## config.mk

```make
export PLATFORM = sky130hd
export DESIGN_NAME = uart_rx_ctrl
export DESIGN_NICKNAME = d
export VERILOG_FILES = /design/src/rtl/uart_pkg.sv /design/src/rtl/uart_rx_sync.sv /design/src/rtl/uart_rx_ctrl.sv
export SDC_FILE = /design/constraint.sdc
export NUM_CORES = 1
export LEC_CHECK = 0
export ABC_AREA = 1
export CAP_MARGIN = 5
export CORE_UTILIZATION = 56
export CTS_BUF_LIST = sky130_fd_sc_hd__clkbuf_4 sky130_fd_sc_hd__clkbuf_8
export CTS_CLUSTER_SIZE = 28
export DETAILED_ROUTE_END_ITERATION = 8
export PLACE_DENSITY_LB_ADDON = 0.1
export RECOVER_POWER = 50
export SYNTH_ARGS = -nofsm -noshare
export SYNTH_HDL_FRONTEND = slang
export SYNTH_HIERARCHICAL = 1
export SYNTH_SLANG_ARGS = --single-unit
export TNS_END_PERCENT = 10
```

## constraint.sdc

```tcl
create_clock -name clk -period 1.7 [get_ports clk]
set_clock_uncertainty 0.05 [all_clocks]
set_input_delay 0.425 -clock clk [delete_from_list [all_inputs] [get_ports clk]]
set_output_delay 0.425 -clock clk [all_outputs]
set_load 0.05 [all_outputs]
```

## src/rtl/uart_pkg.sv

```systemverilog
//============================================================================
// Module   : uart_pkg
// Purpose  : Shared UART types and constants (receiver states, frame sizing,
//            baud divisor used by the baud-rate generator).
// Revision : 1.0 - initial release
//============================================================================
`default_nettype none

package uart_pkg;

  localparam int unsigned c_DATA_BITS   = 8;
  localparam int unsigned c_SYNC_STAGES = 2;
  localparam int unsigned c_CLK_HZ      = 50_000_000;
  localparam int unsigned c_BAUD        = 115_200;
  localparam int unsigned c_BAUD_DIV    = c_CLK_HZ / c_BAUD;
  localparam int unsigned c_BAUD_HALF   = c_BAUD_DIV / 2;

  typedef enum logic [2:0] {
    ST_IDLE   = 3'd0,
    ST_START  = 3'd1,
    ST_DATA   = 3'd2,
    ST_PARITY = 3'd3,
    ST_STOP   = 3'd4
  } rx_state_e;

endpackage : uart_pkg

`default_nettype wire

```

## src/rtl/uart_rx_sync.sv

```systemverilog
//============================================================================
// Module   : uart_rx_sync
// Purpose  : Multi-stage synchronizer for the raw RX pin plus falling-edge
//            detector that flags a candidate start bit.
// Revision : 1.0 - initial release
//============================================================================
`default_nettype none

module uart_rx_sync
  import uart_pkg::*;
#(
  parameter int unsigned SYNC_STAGES = c_SYNC_STAGES
) (
  input  logic clk,
  input  logic rst_n,
  input  logic rx_i,
  output logic rx_sync_o,
  output logic start_edge_o
);

  // Flops reset to 1 so a reset release on an idle line never looks like a start edge.
  logic [SYNC_STAGES-1:0] sync_q;
  logic                   prev_q;

  always_ff @(posedge clk or negedge rst_n) begin
    if (!rst_n) begin
      sync_q <= '1;
      prev_q <= 1'b1;
    end else begin
      sync_q <= {sync_q[SYNC_STAGES-2:0], rx_i};
      prev_q <= sync_q[SYNC_STAGES-1];
    end
  end

  assign rx_sync_o    = sync_q[SYNC_STAGES-1];
  assign start_edge_o = prev_q & ~sync_q[SYNC_STAGES-1];

endmodule : uart_rx_sync

`default_nettype wire

```

## src/rtl/uart_rx_ctrl.sv

```systemverilog
//============================================================================
// Module   : uart_rx_ctrl
// Purpose  : UART receive controller; samples on the baud generator's mid-bit
//            strobe and emits byte / framing / parity strobes.
//            Optional even parity enabled by macro UART_RX_PARITY_EN.
// Revision : 1.0 - initial release
//============================================================================
`default_nettype none

module uart_rx_ctrl
  import uart_pkg::*;
#(
  parameter int unsigned DATA_BITS   = c_DATA_BITS,
  parameter int unsigned SYNC_STAGES = c_SYNC_STAGES
) (
  input  logic                 clk,
  input  logic                 rst_n,
  input  logic                 rs232_rx,
  input  logic                 clk_bps,
  output logic                 bps_start,
  output logic [DATA_BITS-1:0] rx_data,
  output logic                 rx_valid,
  output logic                 frame_err,
  output logic                 parity_err
);

  localparam int unsigned c_CNT_W = $clog2(DATA_BITS + 1);

  logic                 rx_sync;
  logic                 start_edge;

  rx_state_e            state_q;
  logic                 bps_q;
  logic [DATA_BITS-1:0] shift_q;
  logic [DATA_BITS-1:0] data_q;
  logic [c_CNT_W-1:0]   cnt_q;
  logic                 valid_q;
  logic                 ferr_q;
`ifdef UART_RX_PARITY_EN
  logic                 par_bit_q;
  logic                 perr_q;
`endif

  uart_rx_sync #(
    .SYNC_STAGES (SYNC_STAGES)
  ) u_sync (
    .clk          (clk),
    .rst_n        (rst_n),
    .rx_i         (rs232_rx),
    .rx_sync_o    (rx_sync),
    .start_edge_o (start_edge)
  );

  always_ff @(posedge clk or negedge rst_n) begin
    if (!rst_n) begin
      state_q   <= ST_IDLE;
      bps_q     <= 1'b0;
      shift_q   <= '0;
      data_q    <= '0;
      cnt_q     <= '0;
      valid_q   <= 1'b0;
      ferr_q    <= 1'b0;
`ifdef UART_RX_PARITY_EN
      par_bit_q <= 1'b0;
      perr_q    <= 1'b0;
`endif
    end else begin
      valid_q <= 1'b0;
      ferr_q  <= 1'b0;
`ifdef UART_RX_PARITY_EN
      perr_q  <= 1'b0;
`endif
      case (state_q)
        ST_IDLE: begin
          if (start_edge) begin
            state_q <= ST_START;
            bps_q   <= 1'b1;
          end
        end
        ST_START: begin
          if (clk_bps) begin
            // A line already back high at mid-start-bit is a glitch, not a frame.
            if (!rx_sync) begin
              state_q <= ST_DATA;
              cnt_q   <= '0;
            end else begin
              state_q <= ST_IDLE;
              bps_q   <= 1'b0;
            end
          end
        end
        ST_DATA: begin
          if (clk_bps) begin
            shift_q <= {rx_sync, shift_q[DATA_BITS-1:1]};
            cnt_q   <= cnt_q + 1'b1;
            if (cnt_q == c_CNT_W'(DATA_BITS - 1)) begin
`ifdef UART_RX_PARITY_EN
              state_q <= ST_PARITY;
`else
              state_q <= ST_STOP;
`endif
            end
          end
        end
`ifdef UART_RX_PARITY_EN
        ST_PARITY: begin
          if (clk_bps) begin
            par_bit_q <= rx_sync;
            state_q   <= ST_STOP;
          end
        end
`endif
        ST_STOP: begin
          if (clk_bps) begin
            state_q <= ST_IDLE;
            bps_q   <= 1'b0;
            if (!rx_sync) begin
              ferr_q <= 1'b1;
`ifdef UART_RX_PARITY_EN
            end else if (^{shift_q, par_bit_q}) begin
              perr_q <= 1'b1;
`endif
            end else begin
              data_q  <= shift_q;
              valid_q <= 1'b1;
            end
          end
        end
        default: begin
          state_q <= ST_IDLE;
          bps_q   <= 1'b0;
        end
      endcase
    end
  end

  assign bps_start = bps_q;
  assign rx_data   = data_q;
  assign rx_valid  = valid_q;
  assign frame_err = ferr_q;
`ifdef UART_RX_PARITY_EN
  assign parity_err = perr_q;
`else
  assign parity_err = 1'b0;
`endif

endmodule : uart_rx_ctrl

`default_nettype wire

```

==> results.py <==
metrics = {
    "status": {
        "status": "finished clean",
    },
    "yosys": {
        "seq_area_frac_synth": 0.5521,
        "synth_top_family_by_area": "simple AND/OR/NAND/NOR gates",
        "synthMuxAreaShare": 0,
        "synth_seq_cells": 29,
        "synth_fa_ha_area_frac": 0.009470,
        "synth-compound-area-share": 0.1136,
        "avgSynthCellArea_um2": 9.574,
        "synthesis.area_um2": 1321,
        "ys_warn_count": 6,
        "syn-num-nets": 143,
        "syn-instance-count": 138,
        "yosysUniqueCellTypes": 23,
        "yosys.area_share.simple": 0.2405,
        "synth_xor_area_frac": 0,
    },
    "clock_network": {
        "post_cts_resized": 0,
        "insertion_delay_ns": 0.32,
        "root_buffer": "clkbuf_4",
        "holdBufCountCts": 0,
        "cts_setup_buffers": 0,
        "htreeDepth": 2,
        "max-clock-path-buffers": 2,
        "cts_buffers": 5,
        "tritoncts": "built",
        "clkSinkCount": 29,
        "clkSlewWorstSetupHoldPaths_ns": 0.08,
    },
    "floorplanning": {
        "dieHeight_um": 50.58,
        "dieArea_um2": 2558,
        "core_area_um2": 2212,
        "fp.dieW_um": 50.58,
        "io_pins": 16,
        "initial_core_util": 0.5973,
        "core.rowCount": 17,
    },
    "sta": {
        "max_freq_ghz": 0.7238,
        "final-hold-violation-count": 0,
        "relSlewSlack": 0.5474,
        "hold_slack_ns": 0.3148,
        "finalSetupTns_ns": 0,
        "period_needed_ns": 1.382,
        "drv_slew": 0,
        "rsz0062_at_grt": "no",
        "setup_viol": 0,
        "worst_pin_slew_ns": 0.6788,
        "timing.final.crit_share": 0.8127,
    },
    "run": {
        "drv_cap": 0,
    },
    "global_route": {
        "grt_pass1_wl_mm": 3.739,
        "grt_max_degree": 30,
        "grt_pass1_vias": 896,
        "grt-ovfl-total": 0,
        "antenna_found_initial": 0,
        "grt_usage": 0.2073,
    },
    "setup_path": {
        "cp.arrival_ns": 1.54,
        "regToRegEndpoint": "rx_data[5]$_DFFE_PN0P_",
        "crit_fanout": 16,
        "worstSetupPathType": "flop to flop",
        "end_kind": "flop",
        "r2r_slack_ns": 0.32,
        "crit_path_start_kind": "flop",
        "r2r-start": "state_q[1]$_DFFE_PN0P_",
        "cp.required_ns": 1.86,
        "reg2reg_depth": 5,
    },
    "cells_and_area": {
        "area_growth_pct": 24.62,
        "antennaDiodeCount": 0,
        "fin_nets": 164,
        "drive_gt1_frac": 0.2956,
    },
    "hold_path": {
        "min-delay-path-class": "flop to flop",
        "holdPathStages": 0,
        "hp-start": "u_sync/sync_q[0]$_DFF_PN1_",
        "whs_endpoint": "u_sync/sync_q[1]$_DFF_PN1_",
    },
    "place": {
        "dp_hpwl_mm": 1.638,
        "place.gp.congestion": 0.8341,
        "port_buffers": 14,
    },
    "routing": {
        "dr.pass1.iters": 4,
        "wire_per_inst_um": 11.56,
        "drcViolationCount": 0,
        "wl_mm": 2.161,
        "drtIter0Drc": 27,
        "viasPerCell": 5.037,
        "vias": 942,
        "drtAntennaViolNets": 0,
    },
    "power_and_ir_drop": {
        "total_power_w": 0.002445,
        "ir_drop_uv": 1742,
        "leakage_nw": 0.8200,
        "power.density_nw_per_um2": 1485,
    },
}
[metal layers]
metal / global-route usage / vias to the layer above / wire (µm)
met5: 0 / - / 0
met3: 0.08182 / 5 / 89
met4: 0.09722 / 0 / 45
li1: - / 480 / -
met2: 0.3333 / 20 / 1086
met1: 0.2419 / 437 / 940
[per-stage QoR]
stage	util	instance area [µm²]	std cells	setup slack, ns
floorplan	-	1321	138	0.4620
global placement	0.7285	1612	180	0.04435
detailed placement	0.7285	1612	180	0.04027
CTS	0.7551	1670	187	0.3009
global route	0.7443	1647	187	0.2028
finish	0.7443	1647	187	0.3184
[layout make-up]
| class | count | area, µm² |
|---|---|---|
| clock buffers | 7 | 58.81 |
| fillers | 160 | 565.5 |
| inverters | 20 | 77.57 |
| multi-input cells | 86 | 475.5 |
| flip-flops and latches | 29 | 729.5 |
| well taps | 28 | 35.03 |
| repair buffers | 17 | 270.3 |
[worst max-delay path by stage]
stage	start	end	slack, ns	cells past startpoint
global placement	clk_bps	shift_q[7]$_DFFE_PN0P_	0.04	5
CTS	bps_start$_DFFE_PN0P_	bps_start	0.30	1
finish	state_q[1]$_DFFE_PN0P_	rx_data[5]$_DFFE_PN0P_	0.32	5
detailed placement	clk_bps	state_q[2]$_DFFE_PN0P_	0.04	8
global route	state_q[1]$_DFFE_PN0P_	rx_data[0]$_DFFE_PN0P_	0.20	6
floorplan	u_sync/sync_q[1]$_DFF_PN1_	rx_data[7]$_DFFE_PN0P_	0.46	4
[Yosys cell counts]
master / count / share of area
o21ai_2: 15 / 0.099
nand2_4: 1 / 0.0085
nor2_2: 2 / 0.0095
dfrtp_1: 26 / 0.49
nand2_1: 41 / 0.12
nand4_1: 3 / 0.014
o21ai_1: 2 / 0.0076
nand3b_1: 1 / 0.0057
conb_1: 1 / 0.0028
ha_1: 1 / 0.0095
inv_4: 1 / 0.0047
nand3_4: 1 / 0.013
nor2_1: 5 / 0.014
nand3_1: 8 / 0.030
a21oi_2: 1 / 0.0066
nand4_2: 1 / 0.0095
buf_4: 1 / 0.0057
nor3_1: 1 / 0.0038
buf_6: 2 / 0.017
inv_2: 2 / 0.0057
nand3_2: 2 / 0.015
inv_1: 17 / 0.048
dfstp_2: 3 / 0.060
[kinds of logic (layout without fill, tap and decap cells)]
logic type,Yosys count,after routing
AO/OA/AOI/OAI,18,18
adder cells (fa/ha/maj),1,1
buffers and inverters,23,44
flip-flops,29,29
other,1,1
AND/OR/NAND/NOR,66,66
[power by group]
part,internal (W),leakage (nW),switching [W]
combinational,0.000415,0.406,0.000603
clock,0.000211,0.0348,0.000212
sequential,0.000851,0.379,0.000152
[placed cells by master, fill, tap and decap left out]
| master | count |
|---|---|
| nand3_4 | 1 |
| o21ai_1 | 2 |
| clkdlybuf4s50_1 | 1 |
| nor2_2 | 1 |
| dfrtp_1 | 26 |
| dfstp_1 | 1 |
| dfstp_2 | 2 |
| a21oi_2 | 1 |
| o21ai_2 | 15 |
| buf_12 | 11 |
| conb_1 | 1 |
| ha_1 | 1 |
| nand3_2 | 2 |
| clkbuf_8 | 1 |
| buf_4 | 2 |
| nor3_1 | 1 |
| dlygate4sd3_1 | 2 |
| nor2_1 | 6 |
| nand4_1 | 4 |
| inv_1 | 17 |
| nand2_1 | 41 |
| clkbuf_4 | 6 |
| nand3b_1 | 1 |
| nand2_4 | 1 |
| inv_2 | 2 |
| inv_4 | 1 |
| nand3_1 | 8 |
| clkbuf_2 | 1 |
[sequential cells by signal, summed over array words and instances, names as in the netlist]
name,cells
shift_q,8
u_sync/sync_q,2
frame_err,1
cnt_q,4
bps_start,1
rx_data,8
state_q,3
rx_valid,1
u_sync/prev_q,1
[worst max-delay path, cell delays in order, from the launching register on]
cell,delay (ns)
dfrtp_1,0.46
nor2_1,0.23
nand4_1,0.18
buf_12,0.20
nand2_1,0.08
o21ai_2,0.05
Power figures use the tool's default switching activity.
